$ cat src/rtl/unidade_de_controle.sv
// Multi-cycle control FSM: fetch, decode, execute, memory and writeback
// sequencing for the PC / register bank / ULA / data memory datapath.
module unidade_de_controle #(
  parameter int ULA_TIMEOUT = 8
) (
  input  logic        Clock_in,
  input  logic        Signal_reset,
  input  logic [31:0] MEM_INS_Q,
  input  logic        ULA_OUT_Ready,
  input  logic        ULA_FLAG_Zero,
  input  logic        ULA_FLAG_Signal,
  input  logic        ULA_FLAG_Carry_out,
  input  logic        ULA_FLAG_Overflow,
  output logic        PC_Signal_write,
  output logic [1:0]  PC_Sel,
  output logic [3:0]  B_R_Read_1,
  output logic [3:0]  B_R_Read_2,
  output logic [3:0]  B_R_Address_to_write,
  output logic        B_R_Signal_write,
  output logic        B_R_Signal_read,
  output logic [1:0]  WB_Sel,
  output logic        ULA_SrcA_Sel,
  output logic        ULA_SrcB_Sel,
  output logic        ULA_Enable,
  output logic [4:0]  UNIDADE_CONTR_ULA_OPULA,
  output logic [15:0] EXTENSOR_DE_SINAL_IN,
  output logic        MEM_DATA_WE,
  output logic        Halted,
  output logic        Illegal
);

  localparam logic [2:0] S_FETCH  = 3'd0;
  localparam logic [2:0] S_DECODE = 3'd1;
  localparam logic [2:0] S_EXEC   = 3'd2;
  localparam logic [2:0] S_MEM    = 3'd3;
  localparam logic [2:0] S_MEMW   = 3'd4;
  localparam logic [2:0] S_WB     = 3'd5;
  localparam logic [2:0] S_HALT   = 3'd6;

  localparam logic [4:0] OPULA_ADD = 5'd0;

  localparam int TW = $clog2(ULA_TIMEOUT) + 1;
  localparam logic [TW-1:0] T_MAX = TW'(ULA_TIMEOUT - 1);

  logic [2:0]    state, state_n;
  logic [31:0]   ir, instr;
  logic [3:0]    flags;
  logic          illegal_q;
  logic [TW-1:0] tcnt;

  logic [2:0] opcode;
  logic [1:0] opes;
  logic is_r, is_const, is_mem, is_br, is_brr, is_halt;
  logic is_addi, is_store, is_load, ill_dec, go_wb;
  logic flag_sel, taken, timeout;
  logic unused_bits;

  // During DECODE the fresh word is decoded directly so reads start early
  assign instr    = (state == S_DECODE) ? MEM_INS_Q : ir;
  assign opcode   = instr[31:29];
  assign opes     = instr[28:27];
  assign is_r     = opcode == 3'b000;
  assign is_const = opcode == 3'b001;
  assign is_mem   = opcode == 3'b010;
  assign is_br    = opcode == 3'b011;
  assign is_brr   = opcode == 3'b100;
  assign is_halt  = opcode == 3'b111;
  assign is_addi  = is_const && opes == 2'b10;
  assign is_store = is_mem && instr[28];
  assign is_load  = is_mem && !instr[28];
  assign ill_dec  = opcode == 3'b101 || opcode == 3'b110
                 || (is_const && opes == 2'b11);
  assign go_wb    = (is_const && !opes[1]) || is_brr;
  assign timeout  = !ULA_OUT_Ready && tcnt == T_MAX;
  assign unused_bits = instr[16];

  always_comb begin
    flag_sel = 1'b0;
    case (instr[26:25])
      2'b00:   flag_sel = flags[3];
      2'b01:   flag_sel = flags[2];
      2'b10:   flag_sel = flags[1];
      default: flag_sel = flags[0];
    endcase
  end

  assign taken = is_br
    && (instr[28] || (!instr[27] && (flag_sel ^ instr[24])));

  always_comb begin
    state_n = state;
    case (state)
      S_FETCH:  state_n = S_DECODE;
      S_DECODE: begin
        unique case (1'b1)
          ill_dec: state_n = S_HALT;
          is_halt: state_n = S_HALT;
          go_wb:   state_n = S_WB;
          default: state_n = S_EXEC;
        endcase
      end
      S_EXEC: begin
        if (ULA_OUT_Ready)
          state_n = is_mem ? S_MEM : S_WB;
        else if (timeout)
          state_n = S_HALT;
      end
      S_MEM:   state_n = is_store ? S_WB : S_MEMW;
      S_MEMW:  state_n = S_WB;
      S_WB:    state_n = S_FETCH;
      S_HALT:  state_n = S_HALT;
      default: state_n = S_FETCH;
    endcase
  end

  always_ff @(posedge Clock_in) begin
    if (Signal_reset) begin
      state     <= S_FETCH;
      ir        <= '0;
      flags     <= '0;
      illegal_q <= 1'b0;
      tcnt      <= '0;
    end else begin
      state <= state_n;
      if (state == S_DECODE)
        ir <= MEM_INS_Q;
      if (state == S_DECODE && ill_dec)
        illegal_q <= 1'b1;
      if (state == S_EXEC && timeout)
        illegal_q <= 1'b1;
      if (state == S_EXEC && !ULA_OUT_Ready)
        tcnt <= tcnt + TW'(1);
      else
        tcnt <= '0;
      if (state == S_EXEC && ULA_OUT_Ready && (is_r || is_addi))
        flags <= {ULA_FLAG_Zero, ULA_FLAG_Signal,
                  ULA_FLAG_Carry_out, ULA_FLAG_Overflow};
    end
  end

  always_comb begin
    B_R_Read_1           = 4'd0;
    B_R_Read_2           = 4'd0;
    B_R_Address_to_write = 4'd0;
    unique case (1'b1)
      is_r: begin
        B_R_Read_1           = instr[24:21];
        B_R_Read_2           = instr[20:17];
        B_R_Address_to_write = instr[28:25];
      end
      is_const: begin
        B_R_Read_1           = instr[26:23];
        B_R_Address_to_write = instr[26:23];
      end
      is_mem: begin
        B_R_Read_1           = instr[23:20];
        B_R_Read_2           = instr[27:24];
        B_R_Address_to_write = instr[27:24];
      end
      is_brr: begin
        B_R_Read_1           = instr[23:20];
        B_R_Address_to_write = instr[27:24];
      end
      default: ;
    endcase
  end

  // Write strobes are gated by reset so an in-flight write never lands
  assign PC_Signal_write  = state == S_WB && !Signal_reset;
  assign B_R_Signal_write = state == S_WB && !Signal_reset
    && (is_r || is_const || is_load || (is_brr && instr[28]));
  assign MEM_DATA_WE      = state == S_MEM && is_store && !Signal_reset;

  assign PC_Sel = (state != S_WB) ? 2'b00
                : is_brr          ? 2'b10
                : taken           ? 2'b01
                :                   2'b00;

  assign WB_Sel = is_load                 ? 2'b01
                : (is_const && !is_addi)  ? 2'b10
                : is_brr                  ? 2'b11
                :                           2'b00;

  assign B_R_Signal_read         = state == S_DECODE;
  assign ULA_Enable              = state == S_EXEC;
  assign ULA_SrcA_Sel            = is_br;
  assign ULA_SrcB_Sel            = is_addi || is_mem || is_br;
  assign UNIDADE_CONTR_ULA_OPULA = is_r ? instr[4:0] : OPULA_ADD;
  assign EXTENSOR_DE_SINAL_IN    = instr[15:0];
  assign Halted                  = state == S_HALT;
  assign Illegal                 = illegal_q;

endmodule

$ cat config.mk
export PLATFORM = sky130hd
export DESIGN_NAME = unidade_de_controle
export DESIGN_NICKNAME = d
export VERILOG_FILES = /design/src/rtl/unidade_de_controle.sv
export SDC_FILE = /design/constraint.sdc
export NUM_CORES = 1
export LEC_CHECK = 0
export CAP_MARGIN = 0
export CORE_MARGIN = 1.5
export CORE_UTILIZATION = 46
export DETAILED_ROUTE_END_ITERATION = 12
export PLACE_DENSITY_LB_ADDON = 0.08
export SYNTH_ARGS = -nofsm -noshare
export SYNTH_HDL_FRONTEND = slang
export SYNTH_SLANG_ARGS = --single-unit
$ cat constraint.sdc
create_clock -name Clock_in -period 3.4 [get_ports Clock_in]
set_input_delay 0.68 -clock Clock_in [delete_from_list [all_inputs] [get_ports Clock_in]]
set_output_delay 0.68 -clock Clock_in [all_outputs]
set_load 0.005 [all_outputs]
==> impl_results.html, run 1 <==
<table>
<tr><th>Metric</th><th>Value</th></tr>
<tr><th colspan="2">Die</th></tr>
<tr><td>Number of cell rows</td><td>27</td></tr>
<tr><td>Area of the placeable core</td><td>5470 sq um</td></tr>
<tr><td>Die height</td><td>78.2 um</td></tr>
<tr><td>Starting utilization of the core area</td><td>47.6%</td></tr>
<tr><td>Die width</td><td>78.2 um</td></tr>
<tr><td>Full die area</td><td>6120 sq um</td></tr>
<tr><td>IO Count</td><td>85</td></tr>
<tr><th colspan="2">Power and ir drop</th></tr>
<tr><td>Internal power contribution</td><td>1.40 mW</td></tr>
<tr><td>Comb power frac</td><td>52.3%</td></tr>
<tr><td>Power Density</td><td>570 nW/um^2</td></tr>
<tr><td>Final Total Pwr</td><td>2.08 mW</td></tr>
<tr><td>Clock share of power</td><td>18.7%</td></tr>
<tr><td>Maximum VDD drop</td><td>0.000338 V</td></tr>
<tr><td>Switch share</td><td>32.5%</td></tr>
<tr><td>NetSw</td><td>676 uW</td></tr>
<tr><td>Leakage power of the design</td><td>1.48 nW</td></tr>
<tr><td>Reg power frac</td><td>29.0%</td></tr>
<tr><th colspan="2">GRT</th></tr>
<tr><td>Global-route wire length before repair</td><td>11100 um</td></tr>
<tr><td>Grt total ovfl</td><td>0</td></tr>
<tr><td>Vias in the first global route</td><td>2361</td></tr>
<tr><td>Number of antenna violations at the first check in global routing</td><td>0</td></tr>
<tr><td>Total track usage</td><td>23.0%</td></tr>
<tr><td>Pin count of the biggest net entering global routing</td><td>43</td></tr>
<tr><th colspan="2">Place</th></tr>
<tr><td>RD Place Congestion</td><td>0.866</td></tr>
<tr><td>Minimum setup slack after placement</td><td>0.0695 ns</td></tr>
<tr><td>Total placed instance area</td><td>3510 sq um</td></tr>
<tr><td>Number of input and output port buffers inserted</td><td>83</td></tr>
<tr><td>Post-DP HPWL</td><td>4900 um</td></tr>
<tr><th colspan="2">Routing</th></tr>
<tr><td>Total via count after detailed routing</td><td>2380</td></tr>
<tr><td>Remaining design rule violation count</td><td>0</td></tr>
<tr><td>Count of antenna-violating nets left after detailed routing</td><td>0</td></tr>
<tr><td>TritonRoute pass-1 iters</td><td>4</td></tr>
<tr><td>DRC marker count from the first detailed-route iteration</td><td>150</td></tr>
<tr><td>WL per Instance</td><td>14.8 um</td></tr>
<tr><td>Via count normalized by instance count</td><td>5.25</td></tr>
<tr><td>Sum of routed wire length over all layers</td><td>6710 um</td></tr>
<tr><th colspan="2">Hold path</th></tr>
<tr><td>Classification of the worst-slack hold path</td><td>reg -&gt; reg</td></tr>
<tr><th colspan="2">Cells and area</th></tr>
<tr><td>Antenna Cells</td><td>0</td></tr>
<tr><td>Final design instance area without fill</td><td>3640 sq um</td></tr>
<tr><td>Proportion of layout cells with a drive suffix above 1</td><td>15.7%</td></tr>
<tr><td>Multi-input gate area in the final layout</td><td>1490 sq um</td></tr>
<tr><td>Sequential cell area</td><td>861 sq um</td></tr>
<tr><td>Area Growth Syn to Fin</td><td>40.0%</td></tr>
<tr><td>Final net count</td><td>421</td></tr>
<tr><td>Number of filler cells placed in the layout</td><td>493</td></tr>
<tr><th colspan="2">STA</th></tr>
<tr><td>Share of the cycle needed by the critical path after routing</td><td>97.1%</td></tr>
<tr><td>Normalized max-slew margin</td><td>66.0%</td></tr>
<tr><td>Final worst clock skew</td><td>0.00708 ns</td></tr>
<tr><td>Measured slew at the worst slew-check pin</td><td>0.507 ns</td></tr>
<tr><td>Unrepaired setup endpoints after global routing</td><td>false</td></tr>
<tr><td>Maximum achievable frequency</td><td>303 MHz</td></tr>
<tr><td>Minimum period implied by the final worst setup slack</td><td>3.30 ns</td></tr>
<tr><td>Final-report max-slew violation count</td><td>0</td></tr>
<tr><td>Fin. Hold Viols</td><td>0</td></tr>
<tr><td>Final setup viols</td><td>0</td></tr>
<tr><td>Final worst slack</td><td>0.0989 ns</td></tr>
<tr><td>Accumulated negative setup slack</td><td>0 ns</td></tr>
<tr><th colspan="2">Worst setup path</th></tr>
<tr><td>Reg2Reg Setup Slack</td><td>1.41 ns</td></tr>
<tr><td>Data required time at the worst endpoint</td><td>2.72 ns</td></tr>
<tr><td>Max stage delay on crit path</td><td>0.49 ns</td></tr>
<tr><td>Crit-path leading delay family</td><td>simple AND/OR/NAND/NOR gates</td></tr>
<tr><td>Startpoint of the most critical register-to-register path</td><td>state[1]$_SDFFE_PP0P_</td></tr>
<tr><td>Critical Path Start Type</td><td>flip-flop</td></tr>
<tr><td>Highest net fanout along the worst path</td><td>18</td></tr>
<tr><td>Worst R2R Path Depth</td><td>6</td></tr>
<tr><td>Cell depth of the worst setup path</td><td>6</td></tr>
<tr><td>Endpoint of the most critical register-to-register path</td><td>flags[2]$_SDFFE_PP0P_</td></tr>
<tr><td>Critical Path Sink Type</td><td>primary output</td></tr>
<tr><td>First element of the critical path</td><td>state[1]$_SDFFE_PP0P_</td></tr>
<tr><td>WS Path Type</td><td>reg -&gt; out</td></tr>
<tr><td>List of cells traversed by the critical path</td><td>or3b_4 -&gt; clkinv_8 -&gt; mux2_4 -&gt; or3_1 -&gt; a21bo_2 -&gt; clkdlybuf4s50_1</td></tr>
<tr><td>Buf+Inv Stages, Crit Path</td><td>2</td></tr>
<tr><td>Crit path to</td><td>B_R_Read_1[3]</td></tr>
<tr><td>Slowest stage cell on the critical path</td><td>sky130_fd_sc_hd__clkdlybuf4s50_1</td></tr>
<tr><td>Data arrival time at the worst-slack endpoint</td><td>2.62 ns</td></tr>
<tr><th colspan="2">Logic synthesis</th></tr>
<tr><td>Mean cell area of the mapped netlist</td><td>8.79 sq um</td></tr>
<tr><td>Yosys warns</td><td>0</td></tr>
<tr><td>Post-synthesis cell type count</td><td>48</td></tr>
<tr><td>Cells after synthesis</td><td>296</td></tr>
<tr><td>Seq/Total Area, Yosys</td><td>33.1%</td></tr>
<tr><td>Seq cells post-synth</td><td>43</td></tr>
<tr><td>Post-synthesis instance area</td><td>2600 sq um</td></tr>
<tr><td>Top flip-flop cell by instance count after synthesis</td><td>sky130_fd_sc_hd__dfxtp_1</td></tr>
<tr><td>Synth async-reset ratio</td><td>0%</td></tr>
<tr><td>Number of flops mapped to enable cells by yosys</td><td>0</td></tr>
<tr><td>Mapped Nets</td><td>336</td></tr>
<tr><th colspan="2">CTS</th></tr>
<tr><td>Later-pin clock latency in the skew report</td><td>0.30 ns</td></tr>
<tr><td>CTS H-Tree Depth</td><td>2</td></tr>
<tr><td>Num Clock Sinks</td><td>43</td></tr>
<tr><td>Total clock buffers created by CTS</td><td>5</td></tr>
<tr><td>TritonCTS clock tree</td><td>done</td></tr>
<tr><td>Clock root cell</td><td>sky130_fd_sc_hd__clkbuf_8</td></tr>
<tr><td>Clock transition at path regs</td><td>0.08 ns</td></tr>
<tr><td>Maximum clock path buffer count</td><td>2</td></tr>
<tr><th colspan="2">Flow run</th></tr>
<tr><td>Max-Cap Viols</td><td>0</td></tr>
<tr><th colspan="2">Outcome</th></tr>
<tr><td>Result of the run</td><td>finished, final reports clean</td></tr>
</table>
==> kinds of logic (layout without fill, tap and decap cells) <==
group / Yosys count / in the layout / synth area share [%]
flops: 43 / 43 / 33.1
simple gates: 112 / 112 / 22.1
compound gates: 45 / 45 / 12.7
buf+inv: 43 / 128 / 10.2
fa+ha+maj: 1 / 1 / 0.481
xor+xnor: 3 / 3 / 1.01
mux: 49 / 49 / 20.3
==> worst min-delay path by stage <==
stage                        from                  to  cells after the start
6_report       tcnt[0]$_SDFF_PP0_  tcnt[0]$_SDFF_PP0_                      1
3_3_place_gp   tcnt[0]$_SDFF_PP0_  tcnt[0]$_SDFF_PP0_                      1
3_5_place_dp   tcnt[0]$_SDFF_PP0_  tcnt[0]$_SDFF_PP0_                      1
2_1_floorplan  tcnt[0]$_SDFF_PP0_  tcnt[0]$_SDFF_PP0_                      1
5_1_grt        tcnt[0]$_SDFF_PP0_  tcnt[0]$_SDFF_PP0_                      1
4_1_cts        tcnt[0]$_SDFF_PP0_  tcnt[0]$_SDFF_PP0_                      1
==> power groups by stage <==
stage / clock network [mW] / registers (mW) / logic, mW
floorplan: 0 / 0.602 / 0.643
global placement: 0 / 0.610 / 1.06
detailed placement: 0 / 0.613 / 1.07
CTS: 0.399 / 0.601 / 1.08
global route: 0.413 / 0.611 / 1.18
finish: 0.389 / 0.602 / 1.09
==> flip-flops by register name, summed over array words and instances (netlist names) <==
name,flops
tcnt,4
flags,4
ir,31
state,3
Illegal,1
==> Yosys cell counts (2+ instances only) <==
| cell | instances | area [sq um] |
|---|---|---|
| sky130_fd_sc_hd__o21a_1 | 3 | 22.5 |
| sky130_fd_sc_hd__dfxtp_1 | 43 | 861 |
| sky130_fd_sc_hd__a21oi_1 | 9 | 45.0 |
| sky130_fd_sc_hd__nor4_1 | 2 | 12.5 |
| sky130_fd_sc_hd__mux2i_1 | 30 | 300 |
| sky130_fd_sc_hd__nor2b_1 | 21 | 131 |
| sky130_fd_sc_hd__nand3_1 | 4 | 20.0 |
| sky130_fd_sc_hd__nand2b_1 | 16 | 100 |
| sky130_fd_sc_hd__buf_4 | 19 | 143 |
| sky130_fd_sc_hd__a21bo_2 | 2 | 20.0 |
| sky130_fd_sc_hd__mux2_2 | 17 | 191 |
| sky130_fd_sc_hd__nor2_1 | 39 | 146 |
| sky130_fd_sc_hd__o31a_1 | 2 | 17.5 |
| sky130_fd_sc_hd__inv_1 | 9 | 33.8 |
| sky130_fd_sc_hd__a211oi_1 | 2 | 15.0 |
| sky130_fd_sc_hd__o21ai_0 | 4 | 20.0 |
| sky130_fd_sc_hd__clkbuf_1 | 8 | 30.0 |
| sky130_fd_sc_hd__a21boi_0 | 2 | 15.0 |
| sky130_fd_sc_hd__nor3b_1 | 3 | 22.5 |
| sky130_fd_sc_hd__nor3_1 | 7 | 35.0 |
| sky130_fd_sc_hd__o211ai_1 | 3 | 22.5 |
| sky130_fd_sc_hd__buf_2 | 4 | 20.0 |
| sky130_fd_sc_hd__o221ai_1 | 3 | 26.3 |
| sky130_fd_sc_hd__a21o_1 | 3 | 22.5 |
| sky130_fd_sc_hd__or3_1 | 3 | 18.8 |
| sky130_fd_sc_hd__o22ai_1 | 5 | 31.3 |
| sky130_fd_sc_hd__nand2_1 | 11 | 41.3 |
| sky130_fd_sc_hd__xnor2_1 | 2 | 17.5 |
==> worst register-to-register path, stage by stage, from the launching register on <==
cell	delay, ns
sky130_fd_sc_hd__dfxtp_1	0.32
sky130_fd_sc_hd__or3b_4	0.43
sky130_fd_sc_hd__clkinv_8	0.13
sky130_fd_sc_hd__mux2_2	0.40
sky130_fd_sc_hd__buf_4	0.17
sky130_fd_sc_hd__a21oi_4	0.24
sky130_fd_sc_hd__mux2i_1	0.22
==> what timing repair did <==
item,4_1_cts,5_1_grt
pin swaps,0,0
endpoints found under the setup margin,1,15
gates resized for setup,1,5
hold buffers,0,0
gates cloned,0,0
endpoints found under the hold margin,0,0
buffers inserted,0,0
==> layer usage <==
| layer | GRT usage [%] | up-vias | wire length [um] |
|---|---|---|---|
| li1 | - | 1178 | - |
| met1 | 29.1 | 1101 | 2930 |
| met2 | 38.3 | 95 | 3190 |
| met3 | 5.23 | 6 | 509 |
| met4 | 8.21 | 0 | 79 |
| met5 | 0 | - | 0 |
==> cell type report <==
type | count | area share (%)
Multi-Input combinational cell | 210 | 40.9
Clock buffer | 6 | 1.99
Inverter | 10 | 1.37
Timing Repair Buffer | 111 | 28.8
Clock inverter | 1 | 0.824
Tap cell | 72 | 2.47
Sequential cell | 43 | 23.6
==> cell usage in the layout, fill, tap and decap left out, types with 3 or more instances in the layout <==
cell type,n
sky130_fd_sc_hd__clkdlybuf4s50_1,82
sky130_fd_sc_hd__o221ai_1,3
sky130_fd_sc_hd__mux2_2,16
sky130_fd_sc_hd__or3_1,3
sky130_fd_sc_hd__nand3_1,4
sky130_fd_sc_hd__o22ai_1,5
sky130_fd_sc_hd__nor2b_1,21
sky130_fd_sc_hd__inv_1,9
sky130_fd_sc_hd__nor3_1,7
sky130_fd_sc_hd__nand2b_1,16
sky130_fd_sc_hd__a21oi_1,9
sky130_fd_sc_hd__mux2i_1,29
sky130_fd_sc_hd__o211ai_1,3
sky130_fd_sc_hd__a21o_1,3
sky130_fd_sc_hd__dfxtp_1,43
sky130_fd_sc_hd__nor3b_1,3
sky130_fd_sc_hd__nor2_1,39
sky130_fd_sc_hd__o21ai_0,4
sky130_fd_sc_hd__clkbuf_8,5
sky130_fd_sc_hd__buf_4,27
sky130_fd_sc_hd__o21a_1,3
sky130_fd_sc_hd__nand2_1,11
==> through the flow <==
stage               hold slack [ns]  std cells  utilization, %
floorplan                     0.418        296               -
global placement              0.431        446            64.1
detailed placement            0.446        446            64.1
CTS                           0.457        453            66.1
global route                  0.475        453            66.6
finish                        0.451        453            66.6
Power figures use the tool's default switching activity.
==> run 2: changes to the inputs <==
- ABC_AREA: default -> 1
==> run 2 against run 1 <==
First-iteration DRC count down 35%. Final cell count rose by 9.7%. Clock skew down 0.0046 ns. Global-route usage down 2.7 points. Highest routed layer unchanged. Largest cell class unchanged. Critical path type is now in -> out. Clock power shrank 19%. Maximum frequency is 0.94% higher. Hold slack improved by 0.0055 ns. Largest power group unchanged. Register-to-register slack improved by 0.20 ns.
==> impl_results.html, run 2 <==
<table>
<tr><th>Metric</th><th>Value</th></tr>
<tr><th colspan="2">Outcome</th></tr>
<tr><td>Result of the run</td><td>finished, final reports clean</td></tr>
<tr><th colspan="2">STA</th></tr>
<tr><td>Normalized max-slew margin</td><td>73.8%</td></tr>
<tr><td>Accumulated negative setup slack</td><td>0 ns</td></tr>
<tr><td>Final worst clock skew</td><td>0.00244 ns</td></tr>
<tr><td>Minimum period implied by the final worst setup slack</td><td>3.27 ns</td></tr>
<tr><td>Maximum achievable frequency</td><td>306 MHz</td></tr>
<tr><td>Unrepaired setup endpoints after global routing</td><td>false</td></tr>
<tr><td>Fin. Hold Viols</td><td>0</td></tr>
<tr><td>Worst hold margin</td><td>0.456 ns</td></tr>
<tr><td>Final-report max-slew violation count</td><td>0</td></tr>
<tr><td>Measured slew at the worst slew-check pin</td><td>0.389 ns</td></tr>
<tr><td>Share of the cycle needed by the critical path after routing</td><td>96.2%</td></tr>
<tr><td>Final setup viols</td><td>0</td></tr>
<tr><th colspan="2">Logic synthesis</th></tr>
<tr><td>Yosys warns</td><td>0</td></tr>
<tr><td>Most area-consuming cells after synthesis</td><td>sky130_fd_sc_hd__dfxtp_1, sky130_fd_sc_hd__nand2_1, sky130_fd_sc_hd__inv_1, sky130_fd_sc_hd__nor2_1, sky130_fd_sc_hd__buf_4</td></tr>
<tr><td>Mapped Nets</td><td>398</td></tr>
<tr><td>Number of flops mapped to enable cells by yosys</td><td>0</td></tr>
<tr><td>Seq/Total Area, Yosys</td><td>34.0%</td></tr>
<tr><td>Top-count cell post-synth</td><td>sky130_fd_sc_hd__nand2_1</td></tr>
<tr><td>Cell taking the most area after synthesis</td><td>sky130_fd_sc_hd__dfxtp_1</td></tr>
<tr><td>Post-synthesis cell type count</td><td>38</td></tr>
<tr><td>Post-synthesis instance area</td><td>2530 sq um</td></tr>
<tr><td>Cells after synthesis</td><td>358</td></tr>
<tr><td>Most frequent cells after synthesis</td><td>sky130_fd_sc_hd__nand2_1, sky130_fd_sc_hd__inv_1, sky130_fd_sc_hd__nor2_1</td></tr>
<tr><td>Mean cell area of the mapped netlist</td><td>7.07 sq um</td></tr>
<tr><td>Top flip-flop cell by instance count after synthesis</td><td>sky130_fd_sc_hd__dfxtp_1</td></tr>
<tr><td>Fraction of synthesized cell area taken by the top area cell type</td><td>34.0%</td></tr>
<tr><td>Seq cells post-synth</td><td>43</td></tr>
<tr><td>Synth async-reset ratio</td><td>0%</td></tr>
<tr><th colspan="2">Worst setup path</th></tr>
<tr><td>Slowest stage cell on the critical path</td><td>sky130_fd_sc_hd__clkdlybuf4s50_1</td></tr>
<tr><td>Reg2Reg Setup Slack</td><td>1.61 ns</td></tr>
<tr><td>Critical Path Start Type</td><td>primary input</td></tr>
<tr><td>Worst R2R Path Depth</td><td>9</td></tr>
<tr><td>Cell depth of the worst setup path</td><td>9</td></tr>
<tr><td>Data arrival time at the worst-slack endpoint</td><td>2.59 ns</td></tr>
<tr><td>Max stage delay on crit path</td><td>0.53 ns</td></tr>
<tr><td>Crit-path leading delay family</td><td>buffers and inverters</td></tr>
<tr><td>Highest net fanout along the worst path</td><td>8</td></tr>
<tr><td>Critical Path Sink Type</td><td>primary output</td></tr>
<tr><td>Data required time at the worst endpoint</td><td>2.72 ns</td></tr>
<tr><td>Buf+Inv Stages, Crit Path</td><td>3</td></tr>
<tr><td>List of cells traversed by the critical path</td><td>clkdlybuf4s50_1 -&gt; o21ai_4 -&gt; nand2_4 -&gt; inv_4 -&gt; nand2_4 -&gt; nand2_2 -&gt; nand2_1 -&gt; o211ai_1 -&gt; clkdlybuf4s50_1</td></tr>
<tr><td>WS Path Type</td><td>in -&gt; out</td></tr>
<tr><th colspan="2">CTS</th></tr>
<tr><td>Total clock buffers created by CTS</td><td>5</td></tr>
<tr><td>Maximum clock path buffer count</td><td>2</td></tr>
<tr><td>Clock root cell</td><td>sky130_fd_sc_hd__clkbuf_8</td></tr>
<tr><td>Later-pin clock latency in the skew report</td><td>0.29 ns</td></tr>
<tr><td>CTS H-Tree Depth</td><td>2</td></tr>
<tr><td>TritonCTS clock tree</td><td>done</td></tr>
<tr><td>Total of hold buffers inserted after clock tree synthesis</td><td>0</td></tr>
<tr><td>Num Clock Sinks</td><td>43</td></tr>
<tr><td>Clock transition at path regs</td><td>0.08 ns</td></tr>
<tr><th colspan="2">Cells and area</th></tr>
<tr><td>Number of flip-flops in the largest register</td><td>31</td></tr>
<tr><td>Most frequent standard cell in the layout excluding fill and tap cells</td><td>sky130_fd_sc_hd__clkdlybuf4s50_1</td></tr>
<tr><td>Largest registers</td><td>ir (31), flags (4), tcnt (4)</td></tr>
<tr><td>Commonest non-fill, non-tap cells in the layout</td><td>sky130_fd_sc_hd__clkdlybuf4s50_1, sky130_fd_sc_hd__nand2_1, sky130_fd_sc_hd__inv_1</td></tr>
<tr><td>Proportion of layout cells with a drive suffix above 1</td><td>15.2%</td></tr>
<tr><td>Number of filler cells placed in the layout</td><td>496</td></tr>
<tr><td>Sequential cell area</td><td>861 sq um</td></tr>
<tr><td>Final net count</td><td>466</td></tr>
<tr><td>Antenna Cells</td><td>0</td></tr>
<tr><td>Multi-input gate area in the final layout</td><td>1250 sq um</td></tr>
<tr><td>Top register by number of flip-flops</td><td>ir</td></tr>
<tr><td>Area Growth Syn to Fin</td><td>34.5%</td></tr>
<tr><th colspan="2">Flow run</th></tr>
<tr><td>Max-Cap Viols</td><td>0</td></tr>
<tr><th colspan="2">GRT</th></tr>
<tr><td>Vias in the first global route</td><td>2240</td></tr>
<tr><td>Number of antenna violations at the first check in global routing</td><td>0</td></tr>
<tr><td>Total track usage</td><td>20.3%</td></tr>
<tr><td>Global-route wire length before repair</td><td>9900 um</td></tr>
<tr><td>Pin count of the biggest net entering global routing</td><td>28</td></tr>
<tr><td>Grt total ovfl</td><td>0</td></tr>
<tr><th colspan="2">Power and ir drop</th></tr>
<tr><td>Leakage power of the design</td><td>1.57 nW</td></tr>
<tr><td>Comb power frac</td><td>68.2%</td></tr>
<tr><td>NetSw</td><td>1.33 mW</td></tr>
<tr><td>Maximum VDD drop</td><td>0.000411 V</td></tr>
<tr><td>Switch share</td><td>41.7%</td></tr>
<tr><td>Internal power contribution</td><td>1.86 mW</td></tr>
<tr><td>Reg power frac</td><td>21.9%</td></tr>
<tr><td>Clock share of power</td><td>9.9%</td></tr>
<tr><td>Power Density</td><td>937 nW/um^2</td></tr>
<tr><th colspan="2">Place</th></tr>
<tr><td>Number of input and output port buffers inserted</td><td>83</td></tr>
<tr><td>Post-DP HPWL</td><td>4360 um</td></tr>
<tr><td>RD Place Congestion</td><td>0.875</td></tr>
<tr><th colspan="2">Die</th></tr>
<tr><td>Number of cell rows</td><td>26</td></tr>
<tr><td>Full die area</td><td>5950 sq um</td></tr>
<tr><td>Area of the placeable core</td><td>5200 sq um</td></tr>
<tr><td>IO Count</td><td>85</td></tr>
<tr><td>Die height</td><td>77.2 um</td></tr>
<tr><td>Starting utilization of the core area</td><td>48.6%</td></tr>
<tr><td>Die width</td><td>77.2 um</td></tr>
<tr><th colspan="2">Routing</th></tr>
<tr><td>TritonRoute pass-1 iters</td><td>4</td></tr>
<tr><td>WL per Instance</td><td>11.8 um</td></tr>
<tr><td>Via count normalized by instance count</td><td>4.73</td></tr>
<tr><td>Total via count after detailed routing</td><td>2351</td></tr>
<tr><td>Sum of routed wire length over all layers</td><td>5860 um</td></tr>
<tr><td>Count of antenna-violating nets left after detailed routing</td><td>0</td></tr>
<tr><td>Remaining design rule violation count</td><td>0</td></tr>
<tr><td>DRC marker count from the first detailed-route iteration</td><td>98</td></tr>
<tr><th colspan="2">Hold path</th></tr>
<tr><td>Hold Path Depth</td><td>1</td></tr>
<tr><td>Classification of the worst-slack hold path</td><td>reg -&gt; reg</td></tr>
</table>
==> run 2: cell count changes after synthesis, sizes merged, moves of 7 or more <==
cell / change
a211oi: +9
inv: +52
nor2b: -21
mux2i: -27
nand3: +16
nor2: +10
nor3: -7
mux2: -18
nand2: +55
or2: +20
a21oi: +9
o21ai: +12
nand2b: -16
==> run 2: per-layer routing <==
layer,global-route usage (%),part of all wire [%],up-vias
li1,-,-,1247
met1,26.6,47,1028
met2,34.4,46,70
met3,3.93,5.5,6
met4,4.73,1.0,0
met5,0,0,-
==> run 2: per-stage QoR <==
step / util [%] / power, mW / cells / cell area, sq um / setup slack (ns)
global placement: 63.7 / 2.85 / 489 / 3310 / 0.173
detailed placement: 63.7 / 2.88 / 489 / 3310 / 0.136
floorplan: - / 2.16 / 358 / 2530 / 1.26
global route: 65.4 / 3.46 / 497 / 3400 / 0.0118
finish: 65.4 / 3.19 / 497 / 3400 / 0.130
CTS: 65.3 / 3.21 / 497 / 3400 / 0.118
==> run 2: worst reg2reg max path: stages (launching register included) <==
cell	delay [ns]
sky130_fd_sc_hd__dfxtp_1	0.47
sky130_fd_sc_hd__nand3_4	0.25
sky130_fd_sc_hd__o21ai_4	0.34
sky130_fd_sc_hd__nand2_4	0.10
sky130_fd_sc_hd__inv_4	0.10
sky130_fd_sc_hd__nand2_8	0.11
sky130_fd_sc_hd__nand2_2	0.13
sky130_fd_sc_hd__nand3_1	0.07
sky130_fd_sc_hd__nand2_1	0.07
sky130_fd_sc_hd__nor2_1	0.05
==> run 2: path summary, 6_finish.rpt <==
check / start / to
setup / recovery: MEM_INS_Q[30] / B_R_Address_to_write[3]
setup reg to reg: state[0]$_SDFFE_PP0P_ / flags[1]$_SDFFE_PP0P_
hold / removal: tcnt[0]$_SDFF_PP0_ / tcnt[0]$_SDFF_PP0_
hold reg to reg: tcnt[0]$_SDFF_PP0_ / tcnt[0]$_SDFF_PP0_
==> run 2: logic make-up after synthesis <==
| logic type | count (synthesis) | synth area share [%] |
|---|---|---|
| AO/OA/AOI/OAI | 60 | 15.8 |
| XOR/XNOR | 1 | 0.346 |
| adder cells (fa/ha/maj) | 1 | 0.494 |
| buffers and inverters | 90 | 16.6 |
| flip-flops | 43 | 34.0 |
| multiplexers | 3 | 1.19 |
| AND/OR/NAND/NOR | 160 | 31.6 |
==> run 2: power by group through the flow <==
stage                     Combinational [mW]  Sequential (mW)  Clock, mW
after floorplan                         1.46            0.699          0
after global placement                  2.15            0.705          0
after detailed placement                2.17            0.712          0
after CTS                               2.19            0.700      0.323
after global routing                    2.40            0.717      0.341
final                                   2.17            0.699      0.315
==> run 2: timing repair <==
action                     CTS  global route
buffers inserted             0             0
gates resized for setup      0             1
setup endpoints to repair    0             1
==> run 2: cell type report <==
type,instances,share of cell area [%]
Clock buffer,6,2.13
Sequential cell,43,25.3
Clock inverter,2,0.368
Multi-Input combinational cell,225,36.7
Tap cell,70,2.57
Inverter,62,7.06
Timing Repair Buffer,89,25.9
==> variant 1 (flow settings as in run 1) <==
Reset style: asynchronous (`Signal_reset`), changed in one clocked block.
--- a/src/rtl/unidade_de_controle.sv
+++ b/src/rtl/unidade_de_controle.sv
@@ -115,3 +115,3 @@
 
-  always_ff @(posedge Clock_in) begin
+  always_ff @(posedge Clock_in or posedge Signal_reset) begin
     if (Signal_reset) begin
Check against the original RTL: differs if Signal_reset is asserted again (counterexample within 4 cycles, from zero or initial values and one cycle with Signal_reset high); with Signal_reset held inactive, the same outputs for 10 cycles.
==> variant 1 against run 1 <==
- sequential cell count unchanged
- die area decreased by 7.8%
- sequential share of layout area increased by 6.6 points
- fmax decreased by 0.21%
- non-clock buffer count increased by 1
- final area decreased by 2.2%
- worst setup slack got worse by 7.1 ps
- routed wire length decreased by 13%
- synthesized area decreased by 8.1%
- critical endpoint is now B_R_Read_1[2]
- largest cell class unchanged
- highest routed layer unchanged
Power is not compared: it rests on default switching activity, and its combinational part moved more than twofold at a synthesized area within 25%.
==> variant 1: results (changes against run 1) <==
[worst_setup_path]
crit_path_max_incr_delay_ps=540  ; +50 ps
worstPathArrival_ps=2630  ; about the same
reg2reg_to=flags[2]
path_max_fanout=6  ; -12
reg2regPathDepth=10  ; +4
crit_family=buffers and inverters
regToRegStartpoint=state[2]
crit_end=B_R_Read_1[2]

[drt]
drt_iter0_markers=112  ; -25%
viasPerCell=5.318  ; +1.2%

[placement]
pre_cts_ws_ps=-104.5  ; -174.0 ps
placed_cells=358  ; -20%
place_area_mm2=0.003293  ; -6.2%

[timing]
period_share=0.9730  ; +0.002079
fin_hold_ws_ps=463.7  ; +12.82 ps

[synthesis]
synth-seq-area-share=0.4498  ; +0.1190
syn_area_per_cell_um2=11.28  ; +28%
syn_nets=252  ; -25%
synth_fa_ha_area_frac=0.005230  ; +0.0004224
synth_xor_area_frac=0.01831  ; +0.008209
synth_area_leaders=dfrtp_1, mux2_2, buf_4, mux2_4, o21ai_0

[layout]
nets=343  ; -19%

[clock_network]
post_cts_resized=10  ; +9

[hold_path]
hp-start=tcnt[0]

[global_route]
gr-usage-all-layers=0.2183  ; -0.01191
grt_pass1_vias=1902  ; -19%

[outcome]
status=finished clean

==> variant 1: power by group through the flow <==
stage               combinational, mW  sequential, mW  clock [mW]
floorplan                        1.36           0.820           0
global placement                 2.22           0.861           0
CTS                              2.34           0.861       0.487
global route                     2.67           0.885       0.509
detailed placement               2.24           0.879           0
finish                           2.47           0.860       0.473
==> variant 1: per-layer routing <==
layer | GRT usage | vias to the layer above | share of wire
li1 | - | 938 | -
met1 | 0.2987 | 964 | 0.44
met2 | 0.3402 | 78 | 0.48
met3 | 0.06024 | 9 | 0.069
met4 | 0.06465 | 0 | 0.012
met5 | 0 | - | 0
==> variant 1: cell type report <==
cell class | count | area share
inverter | 7 | 0.007379
tap | 70 | 0.02460
clock buffer | 5 | 0.01933
multi-input combinational | 134 | 0.3190
timing repair buffer | 112 | 0.3082
clock inverter | 3 | 0.01897
sequential | 43 | 0.3025
==> variant 2 (settings of run 1) <==
Without the edit above. Change the parameter `ULA_TIMEOUT` from 8 to 16.
--- a/src/rtl/unidade_de_controle.sv
+++ b/src/rtl/unidade_de_controle.sv
@@ -3,3 +3,3 @@
 module unidade_de_controle #(
-  parameter int ULA_TIMEOUT = 8
+  parameter int ULA_TIMEOUT = 16
 ) (
Check against the original RTL: same outputs for any inputs over 10 cycles, from zero or initial values and one cycle with Signal_reset high; that may be too few to reach the edited logic, so the function may still have changed.
==> variant 2 against run 1 <==
- first-iteration DRC count down 40%
- sequential share of layout area up 1.7 points
- hold slack better by 8.4 ps
- synthesized area down 2.3%
- global-route usage down 2.8 points
- sequential power up 8.0%
- final area down 4.4%
- routed wire length down 12%
- total power up 13%
- synthesized cell count down 2.4%
- combinational power up 19%
- critical path depth unchanged
- worst setup slack worse by 52 ps
- sequential cell count up 1
- largest power group unchanged
- highest routed layer unchanged
==> variant 2: results (changes against run 1) <==
[drt]
drt_iter0_markers=90  ; -40%
met1Wirelength_mm=2.693  ; -8.0%
wl_met3_um=401  ; -21%
viasPerCell=5.113  ; -2.7%
dr_wl_met2_mm=2.752  ; -14%
wirelength_mm=5.891  ; -12%

[synthesis]
synth_fa_ha_area_frac=0.009843  ; +0.005035
synth-seq-area-share=0.3465  ; +0.01569
synth_common_cells=nor2_1, dfxtp_1, mux2i_1
synth_area_leaders=dfxtp_1, nor2_1, mux2i_1, mux2_2, buf_4
synth_xor_area_frac=0.01033  ; +0.0002385
syn_nets=330  ; -1.8%
synth-compound-area-share=0.1137  ; -0.01372

[layout]
drive_gt1_frac=0.1566  ; -0.0008869
buffers=97  ; -13%
nFillCells=446  ; -9.5%
multi_input_gates=204  ; -2.9%
nNonClkInverters=11  ; +1
largestRegisters=ir x31, tcnt x5, flags x4
multi_input_area_share=0.4024  ; -0.007039
clk_share=0.03090  ; +0.002733

[placement]
dp_hpwl_mm=4.293  ; -12%

[pwr]
vdd_drop_max_v=0.0004355  ; +29%
swShare=0.3473  ; +0.02212
power_frac_seq=0.278  ; -0.012
power.share.clock=0.167  ; -0.020

[global_route]
grt_use_met1=0.2625  ; -0.02846
gr-usage-all-layers=0.2020  ; -0.02816
gr-usage-met3=0.04118  ; -0.01115
grt_pass1_vias=2166  ; -8.3%

[worst_setup_path]
worstPathArrival_ps=2670  ; +50 ps
reg2regPathDepth=8  ; +2
startpoint=MEM_INS_Q[30]
path_max_fanout=4  ; -14
crit_family=buffers and inverters
crit_path_max_incr_delay_ps=590  ; +100 ps
reg2reg_to=flags[1]

[outcome]
status=finished clean

[timing]
fin_worst_skew_ps=2.463  ; -4.620 ps
worst_pin_slew_ps=664.4  ; +157.7 ps

[clock_network]
clock-sinks=44  ; +2.3%

[variant 2: worst max-delay path by stage]
stage                                    endpoint  slack, ps
final                                 MEM_DATA_WE         50
after global routing                  MEM_DATA_WE        -30
after CTS                 B_R_Address_to_write[1]        0.3
after detailed placement  B_R_Address_to_write[1]         70
after global placement                MEM_DATA_WE         90
after floorplan                       MEM_DATA_WE       1110
[variant 2: repair_timing]
item | in CTS | in global routing
resized for setup | 1 | 9
buffers inserted | 0 | 2
endpoints found under the setup margin | 1 | 19
[variant 2: metrics by stage]
step / power (mW) / setup TNS, ps / instance area, um^2 / cells / hold slack (ps)
after floorplan: 1.490 / 0 / 2542 / 289 / 417.6
after global placement: 1.891 / 0 / 3313 / 424 / 430.4
after detailed placement: 1.908 / 0 / 3313 / 424 / 442.6
after global routing: 2.499 / -26.46 / 3482 / 434 / 466.0
after CTS: 2.312 / 0 / 3426 / 432 / 454.1
final: 2.341 / 0 / 3482 / 434 / 459.2
